`src/rtl/k_and_s_pkg.sv`:
```
// Shared types for the K&S processor: decoded instructions, ALU ops, control FSM states, flags.
// The CU_SINGLE_STEP_EN macro adds the PAUSED state used by single-step execution.
package k_and_s_pkg;

  // Encodings 16..31 are not assigned and decode as illegal.
  typedef enum logic [4:0] {
    I_NOP    = 5'd0,
    I_LOAD   = 5'd1,
    I_STORE  = 5'd2,
    I_MOVE   = 5'd3,
    I_ADD    = 5'd4,
    I_SUB    = 5'd5,
    I_AND    = 5'd6,
    I_OR     = 5'd7,
    I_BRANCH = 5'd8,
    I_BZERO  = 5'd9,
    I_BNZERO = 5'd10,
    I_BNEG   = 5'd11,
    I_BNNEG  = 5'd12,
    I_BOV    = 5'd13,
    I_BNOV   = 5'd14,
    I_HALT   = 5'd15
  } decoded_instruction_type;

  typedef enum logic [1:0] {
    OP_ADD = 2'd0,
    OP_SUB = 2'd1,
    OP_AND = 2'd2,
    OP_OR  = 2'd3
  } alu_op_t;

  typedef enum logic [2:0] {
    S_FETCH,
    S_DECODE,
    S_ALU,
    S_LOAD,
    S_STORE,
    S_BRANCH,
    S_HALTED
`ifdef CU_SINGLE_STEP_EN
    ,
    S_PAUSED
`endif
  } cu_state_t;

  typedef struct packed {
    logic zero;
    logic neg;
    logic unsigned_overflow;
    logic signed_overflow;
  } flags_t;

  // Condition evaluation for the branch family; unsigned_overflow is reserved.
  function automatic logic branch_taken(decoded_instruction_type instr, flags_t flags);
    logic taken;
    taken = 1'b0;
    case (instr)
      I_BRANCH: taken = 1'b1;
      I_BZERO:  taken = flags.zero;
      I_BNZERO: taken = !flags.zero;
      I_BNEG:   taken = flags.neg;
      I_BNNEG:  taken = !flags.neg;
      I_BOV:    taken = flags.signed_overflow;
      I_BNOV:   taken = !flags.signed_overflow;
      default:  taken = 1'b0;
    endcase
    return taken;
  endfunction

endpackage

```
`src/rtl/control_unit.sv`:
```
// Multi-cycle control FSM for the K&S datapath: fetch, decode, execute, write-back.
// Define CU_SINGLE_STEP_EN to add the step_req input and pause after every retired instruction.
module control_unit
  import k_and_s_pkg::*;
#(
  parameter int RD_LAT = 0
) (
  input  logic                    clk,
  input  logic                    rst,
`ifdef CU_SINGLE_STEP_EN
  input  logic                    step_req,
`endif
  input  decoded_instruction_type decoded_instruction,
  input  logic                    zero_op,
  input  logic                    neg_op,
  input  logic                    unsigned_overflow,
  input  logic                    signed_overflow,
  output logic                    branch,
  output logic                    pc_enable,
  output logic                    ir_enable,
  output logic                    addr_sel,
  output logic                    c_sel,
  output alu_op_t                 operation,
  output logic                    write_reg_enable,
  output logic                    flags_reg_enable,
  output logic                    ram_write_enable,
  output logic                    halted,
  output logic                    illegal_instr,
  output logic                    instr_retired
);

  localparam logic [1:0] LAT = 2'(RD_LAT);

`ifdef CU_SINGLE_STEP_EN
  localparam cu_state_t RETIRE_STATE = S_PAUSED;
`else
  localparam cu_state_t RETIRE_STATE = S_FETCH;
`endif

  cu_state_t  state, state_next;
  logic [1:0] wait_cnt, wait_next;
  flags_t     flags;

  assign flags = '{zero: zero_op, neg: neg_op,
                   unsigned_overflow: unsigned_overflow,
                   signed_overflow: signed_overflow};

  // NOTE: state registers use non-blocking assignments so every flop samples pre-edge values.
  always_ff @(posedge clk) begin
    if (rst) begin
      state    <= S_FETCH;
      wait_cnt <= 2'd0;
    end else begin
      state    <= state_next;
      wait_cnt <= wait_next;
    end
  end

  always_comb begin
    // NOTE: every output gets a default first so no path through the case infers a latch.
    state_next       = state;
    wait_next        = wait_cnt;
    branch           = 1'b0;
    pc_enable        = 1'b0;
    ir_enable        = 1'b0;
    addr_sel         = 1'b0;
    c_sel            = 1'b0;
    operation        = OP_ADD;
    write_reg_enable = 1'b0;
    flags_reg_enable = 1'b0;
    ram_write_enable = 1'b0;
    halted           = 1'b0;
    illegal_instr    = 1'b0;
    instr_retired    = 1'b0;

    case (state)
      S_FETCH: begin
        if (wait_cnt != LAT) begin
          wait_next = wait_cnt + 2'd1;
        end else begin
          ir_enable  = 1'b1;
          pc_enable  = 1'b1;
          wait_next  = 2'd0;
          state_next = S_DECODE;
        end
      end

      S_DECODE: begin
        case (decoded_instruction)
          I_NOP: begin
            instr_retired = 1'b1;
            state_next    = RETIRE_STATE;
          end
          I_ADD, I_SUB, I_AND, I_OR, I_MOVE: state_next = S_ALU;
          I_LOAD:  state_next = S_LOAD;
          I_STORE: state_next = S_STORE;
          I_BRANCH, I_BZERO, I_BNZERO, I_BNEG,
          I_BNNEG, I_BOV, I_BNOV: state_next = S_BRANCH;
          I_HALT:  state_next = S_HALTED;
          default: begin
            illegal_instr = 1'b1;
            instr_retired = 1'b1;
            state_next    = RETIRE_STATE;
          end
        endcase
      end

      S_ALU: begin
        write_reg_enable = 1'b1;
        flags_reg_enable = 1'b1;
        case (decoded_instruction)
          I_SUB: operation = OP_SUB;
          I_AND: operation = OP_AND;
          I_OR:  operation = OP_OR;
          // The datapath presents the source on both A and B, so OR passes it through.
          I_MOVE: begin
            operation        = OP_OR;
            flags_reg_enable = 1'b0;
          end
          default: operation = OP_ADD;
        endcase
        instr_retired = 1'b1;
        state_next    = RETIRE_STATE;
      end

      S_LOAD: begin
        addr_sel = 1'b1;
        if (wait_cnt != LAT) begin
          wait_next = wait_cnt + 2'd1;
        end else begin
          c_sel            = 1'b1;
          write_reg_enable = 1'b1;
          instr_retired    = 1'b1;
          wait_next        = 2'd0;
          state_next       = RETIRE_STATE;
        end
      end

      S_STORE: begin
        addr_sel         = 1'b1;
        ram_write_enable = 1'b1;
        instr_retired    = 1'b1;
        state_next       = RETIRE_STATE;
      end

      S_BRANCH: begin
        if (branch_taken(decoded_instruction, flags)) begin
          pc_enable = 1'b1;
          branch    = 1'b1;
        end
        instr_retired = 1'b1;
        state_next    = RETIRE_STATE;
      end

      S_HALTED: halted = 1'b1;

`ifdef CU_SINGLE_STEP_EN
      S_PAUSED: begin
        if (step_req) state_next = S_FETCH;
      end
`endif

      default: state_next = S_FETCH;
    endcase

    // Outputs are forced quiet for the whole reset period, whatever the state register holds.
    if (rst) begin
      branch           = 1'b0;
      pc_enable        = 1'b0;
      ir_enable        = 1'b0;
      addr_sel         = 1'b0;
      c_sel            = 1'b0;
      operation        = OP_ADD;
      write_reg_enable = 1'b0;
      flags_reg_enable = 1'b0;
      ram_write_enable = 1'b0;
      halted           = 1'b0;
      illegal_instr    = 1'b0;
      instr_retired    = 1'b0;
    end
  end

endmodule

```
`config.mk`:
```
export PLATFORM = sky130hd
export DESIGN_NAME = control_unit
export DESIGN_NICKNAME = d
export VERILOG_FILES = /design/src/rtl/k_and_s_pkg.sv /design/src/rtl/control_unit.sv
export SDC_FILE = /design/constraint.sdc
export NUM_CORES = 1
export LEC_CHECK = 0
export ABC_AREA = 0
export CORE_MARGIN = 3
export CORE_UTILIZATION = 39
export CTS_BUF_LIST = sky130_fd_sc_hd__clkbuf_4 sky130_fd_sc_hd__clkbuf_8 sky130_fd_sc_hd__clkbuf_16
export DETAILED_ROUTE_END_ITERATION = 7
export PLACE_DENSITY = 0.74
export SYNTH_ARGS = -nofsm -noshare
export SYNTH_HDL_FRONTEND = slang
export SYNTH_SLANG_ARGS = --single-unit
```
`constraint.sdc`:
```
create_clock -name clk -period 2.45 [get_ports clk]
set_input_delay 0.49 -clock clk [delete_from_list [all_inputs] [get_ports clk]]
set_output_delay 0.49 -clock clk [all_outputs]
set_load 0.02 [all_outputs]
```
# Yosys cells after proc, flatten, opt, wreduce, memory -nomap -nowiden
# Cells that the tools add are included.
totals:
  register_bits: 5
  output_inout_bits: 13
  in_bits: 11
  word_cells: 79
classes:
  bitwise_logic: 1
  n_reduce_logical: 15
  n_addsub: 1
  eq_ne: 23
  n_mux: 37
ops:
  columns: ["op", "n"]
  rows:
  - ["5-bit by 4-bit == test with 1-bit output, second input constant", 8]
  - ["1-bit 2-to-1 mux", 25]
  - ["5-bit by 3-bit == test with 1-bit output, second input constant", 4]
  - ["16-bit OR reduction", 1]
  - ["3-bit one-hot mux with 5 select lines", 1]
  - ["15-bit OR reduction", 1]
  - ["3-bit one-hot mux with 4 select lines", 1]
  - ["5-bit by 2-bit == test with 1-bit output, second input constant", 2]
  - ["3-bit == test, second input constant", 3]
  - ["1-bit one-hot mux with 7 select lines", 1]
  - ["7-bit OR reduction", 1]
  - ["3-bit by 2-bit == test with 1-bit output, second input constant", 2]
  - ["2-bit 2-to-1 mux", 3]
  - ["3-bit 2-to-1 mux", 2]
  - ["2-bit one-hot mux with 3 select lines", 1]
  - ["2-bit OR reduction", 3]
  - ["5-bit by 1-bit == test with 1-bit output, second input constant", 1]
  - ["5-bit zero test", 1]
  - ["5-bit OR reduction", 1]
  - ["2-bit inequality test, second input constant", 2]
  - ["1-bit one-hot mux with 2 select lines", 2]
  - ["3-bit by 1-bit == test with 1-bit output, second input constant", 1]
  - ["1-bit zero test", 3]
  - ["3-bit zero test", 1]
  - ["6 further kinds", 6]

# Logic depth before layout (Yosys ltp)
depth:
  word_depth: 6
  depth_mapped: 5
  mapped_depth_nobuf: 5

# Worst setup path after synthesis
# OpenSTA, ideal clock, no wires.
synth_timing:
  path_type: "input-to-output"
  from: "input port decoded_instruction[1]"
  to: "output port branch"
  t_arrival_ns: 1.549
  cell_stages: 4
  required_time_ns: 1.960
  slack_ns: 0.411
  path_buffers: 1
  path_cell_list: "buf_2 a21bo_2 o32a_1 nor3_1"
synth_between:
  elab_chain_cells: 6
  word_cells_on_any_way: 12
  cone_classes: "7 x eq/ne; 5 x mux"
synth_rtl:
  columns: ["element", "line", "text"]
  rows:
  - ["start, declared", "control_unit.sv:13", "input decoded_instruction_type decoded_instruction,"]
  - ["5-bit by 4-bit == test with 1-bit output", "k_and_s_pkg.sv:57", "case (instr)"]
  - ["1-bit one-hot mux with 7 select lines (*)", "k_and_s_pkg.sv:57", null]
  - ["1-bit 2-to-1 mux (*)", "control_unit.sv:76", "case (state)"]
  - ["1-bit 2-to-1 mux (*)", "control_unit.sv:147", "if (branch_taken(decoded_instruction, flags)) begin"]
  - ["1-bit 2-to-1 mux (*)", "control_unit.sv:76", null]
  - ["1-bit 2-to-1 mux (*)", "control_unit.sv:167", "if (rst) begin"]
  - ["end, declared", "control_unit.sv:18", "output logic branch,"]
# Mark *: on every way between the ends. The rest lies on a longest branch, timed or not. The select of a mux whose other input is x is not followed.

# Worst setup path after layout
layout_timing:
  from: "input port decoded_instruction[2]"
  to: "output port pc_enable"
layout_between:
  elab_chain_cells: 6
  word_cells_on_any_way: 12
  cone_classes: "7 x eq/ne; 5 x mux"
layout_rtl:
  columns: ["element", "line", "text"]
  rows:
  - ["5-bit by 4-bit == test with 1-bit output", "k_and_s_pkg.sv:57", null]
  - ["1-bit one-hot mux with 7 select lines (*)", "k_and_s_pkg.sv:57", null]
  - ["1-bit 2-to-1 mux (*)", "control_unit.sv:76", null]
  - ["1-bit 2-to-1 mux (*)", "control_unit.sv:147", null]
  - ["1-bit one-hot mux with 2 select lines (*)", "control_unit.sv:76", null]
  - ["1-bit 2-to-1 mux (*)", "control_unit.sv:167", null]
  - ["end, declared", "control_unit.sv:19", "output logic pc_enable,"]
# Marked as above.

==> impl_metrics.py <==
metrics = {
    "logic_synthesis": {
        "yosys_warnings": 0,
        "ys_types": 33,
        "netlist_top_cells_area": "dfxtp_1 (17%), nor2b_1 (9.7%), a21oi_1 (5.2%)",
        "synth-async-reset-ratio_pct": 0,
        "synth_edf_count": 0,
        "yosys_most_used_dff": "dfxtp_1",
        "synthCells": 86,
        "synth-seq-cells": 5,
        "synth_top_area_share_pct": 17.2,
        "synth_commonest_cells": "nor2b_1 (9), nor2_1 (8), a21oi_1 (6), nand2_1 (6), dfxtp_1 (5)",
        "synth_area_leader_cell": "dfxtp_1",
        "syn_area_um2": 583,
        "yosysMostFrequentCell": "nor2b_1",
        "synth_nets": 99,
        "synth_area_per_cell_um2": 6.78,
        "ys_seq_area_share_pct": 17.2,
    },
    "power": {
        "peakVddDrop_uv": 168,
        "seqPwrFrac_pct": 29.4,
        "p_switching_w": 0.0000986,
        "swShare_pct": 31.3,
        "p_int_w": 0.000216,
        "power_frac_comb_pct": 35.8,
        "leakage_nw": 0.461,
        "p_clk_share_pct": 34.8,
        "power.density_nw_per_um2": 342,
    },
    "die": {
        "start_util_pct": 43.2,
        "core-area_um2": 1350,
        "die-area_um2": 1990,
        "ioPinCount": 24,
        "die_x_um": 44.7,
        "std_cell_rows": 13,
        "dieHeight_um": 44.7,
    },
    "clocking": {
        "cts_tree": "yes",
        "clkSinkCount": 5,
        "cts_max_level": 1,
        "clk_pin_slew_ps": 50,
        "clock_latency_ps": 250,
        "cts_made_buffers": 3,
        "clock_path_buffers": 2,
        "cts_setup_buffers": 0,
        "clockRootBuffer": "clkbuf_4",
    },
    "final_layout": {
        "layout.nets": 133,
        "drive_above_1_share_pct": 22.7,
        "n_antenna_cell": 0,
        "stdcell_count": 134,
        "area_growth_pct": 57.7,
    },
    "global_routing": {
        "grt_max_degree": 15,
        "grt_pass1_vias": 681,
        "grt_pass1_wl_um": 2840,
        "grt_antenna_before_repair": 0,
        "grt.total_usage_pct": 18.7,
        "grt_overflow": 0,
    },
    "worst_setup_path": {
        "cp.arrival_ps": 1910,
        "critPathLaunchType": "input port",
        "rr_startpoint": "wait_cnt[0]",
        "critPathKind": "input port to primary output",
        "cp.required_ps": 1960,
        "critical_path.max_fanout": 4,
        "path_cells": "clkdlybuf4s50_1 > and3b_1 > o32a_1 > o31ai_2 > buf_4",
        "cp_slowest_stage_delay_ps": 460,
        "crit_path_start": "decoded_instruction[2]",
        "end_kind": "primary output",
        "crit_family": "buffers and inverters",
        "path_buf_inv": 2,
        "crit_path_top_delay_cell": "clkdlybuf4s50_1",
    },
    "sta": {
        "setup_viol": 0,
        "grt_setup_unrepaired": "no",
        "finClkSkew_ps": 8.43,
        "finalHoldViolCount": 0,
        "holdWs_ps": 482,
        "worstMarginPinSlew_ps": 418,
        "min_period_over_period_pct": 97.8,
        "final.min_clock_period_ps": 2400,
        "slew_violations": 0,
        "setup_tns_ps": 0,
        "fmax_mhz": 417,
        "slew_headroom_pct": 72.1,
    },
    "place": {
        "dp_cells": 130,
        "gp_congestion": 0.787,
        "post-dp-hpwl_um": 1320,
        "io_buffers": 22,
    },
    "detailed_routing": {
        "drt-total-wl_um": 1640,
        "detail-route-antenna-nets": 0,
        "dr_total_vias": 716,
        "drtIter0Drc": 10,
        "drt-pass1-iter-count": 4,
        "avgRoutedWirePerCell_um": 12.2,
        "drc": 0,
        "viasPerCell": 5.34,
    },
    "worst_hold_path": {
        "min_path_type": "flip-flop to flip-flop",
        "hp-start": "wait_cnt[0]",
    },
    "run_status": {
        "status": "complete, no violations",
    },
    "run": {
        "max-cap-violations": 0,
    },
}
==> per-stage QoR <==
| stage | total power, W | utilization (%) | setup WS (ps) | area, µm² |
|---|---|---|---|---|
| floorplan | 0.000152 | - | 411 | 583 |
| global placement | 0.000206 | 65.8 | -419 | 888 |
| detailed placement | 0.000208 | 65.8 | -416 | 888 |
| CTS | 0.000316 | 67.7 | 17.9 | 915 |
| global route | 0.000331 | 68.1 | 6.15 | 920 |
| finish | 0.000315 | 68.1 | 54.6 | 920 |
==> sequential cells by signal, indices dropped and copies added (netlist names) <==
signal    flops
state         3
wait_cnt      2
==> path summary, 6_finish.rpt <==
path | slack [ps] | to | depth (start not counted)
max | 50 | pc_enable | 5
min | 480 | wait_cnt[0] | 2
max reg2reg | 1150 | state[1] | 5
min reg2reg | 480 | wait_cnt[0] | 2
==> worst register-to-register path, delay by kind of cell, from the launching register on <==
family	cells	cell delay, ps
AO/OA/AOI/OAI	2	320
adder cells (fa/ha/maj)	1	240
buffers and inverters	1	60
flip-flops	1	320
AND/OR/NAND/NOR	1	260
==> cells in the final DEF, fill, tap and decap left out, types with 2 or more instances in the layout <==
cell	count
buf_4	15
nor2b_1	9
clkdlybuf4s50_1	9
nor2_1	7
dlygate4sd2_1	7
nand2_1	6
a21oi_1	6
inv_1	4
nand3_1	4
o21ai_0	4
and3_1	4
clkbuf_4	4
dfxtp_1	4
o21ai_1	3
nor3b_1	3
dlymetal6s2s_1	3
and3b_1	2
nor3_1	2
ha_1	2
buf_2	2
==> power groups by stage <==
stage                     Sequential, W  Clock (W)  Combinational [W]
final                         0.0000925   0.000110           0.000113
after global routing          0.0000931   0.000115           0.000123
after CTS                     0.0000918   0.000111           0.000113
after detailed placement      0.0000924          0           0.000115
after global placement        0.0000922          0           0.000114
after floorplan               0.0000871          0          0.0000646
==> metal layers <==
| metal | GRT usage, % | share of wire [%] |
|---|---|---|
| met3 | 4.07 | 4.6 |
| met2 | 32.7 | 51 |
| met4 | 6.02 | 0 |
| met1 | 22.2 | 44 |
| met5 | 0 | 0 |
==> logic make-up after synthesis <==
| family | Yosys count | share of synthesized area (%) |
|---|---|---|
| adder cells (fa/ha/maj) | 2 | 4.29 |
| AO/OA/AOI/OAI | 24 | 27.5 |
| XOR/XNOR | 2 | 3.00 |
| buffers and inverters | 12 | 9.87 |
| flip-flops | 5 | 17.2 |
| AND/OR/NAND/NOR | 41 | 38.2 |
==> final cells by class <==
cell class | count | area, µm²
Tap cell | 15 | 18.8
Sequential cell | 5 | 101
Timing Repair Buffer | 36 | 312
Clock buffer | 4 | 30.0
Multi-Input combinational cell | 69 | 439
Fill cell | 119 | 430
Inverter | 5 | 18.8
==> what timing repair did <==
| action | in CTS | in global routing |
|---|---|---|
| gates resized for setup | 23 | 6 |
| pin swaps | 0 | 0 |
| endpoints found under the setup margin | 12 | 5 |
| hold buffers | 0 | 0 |
Power figures use the tool's default switching activity.
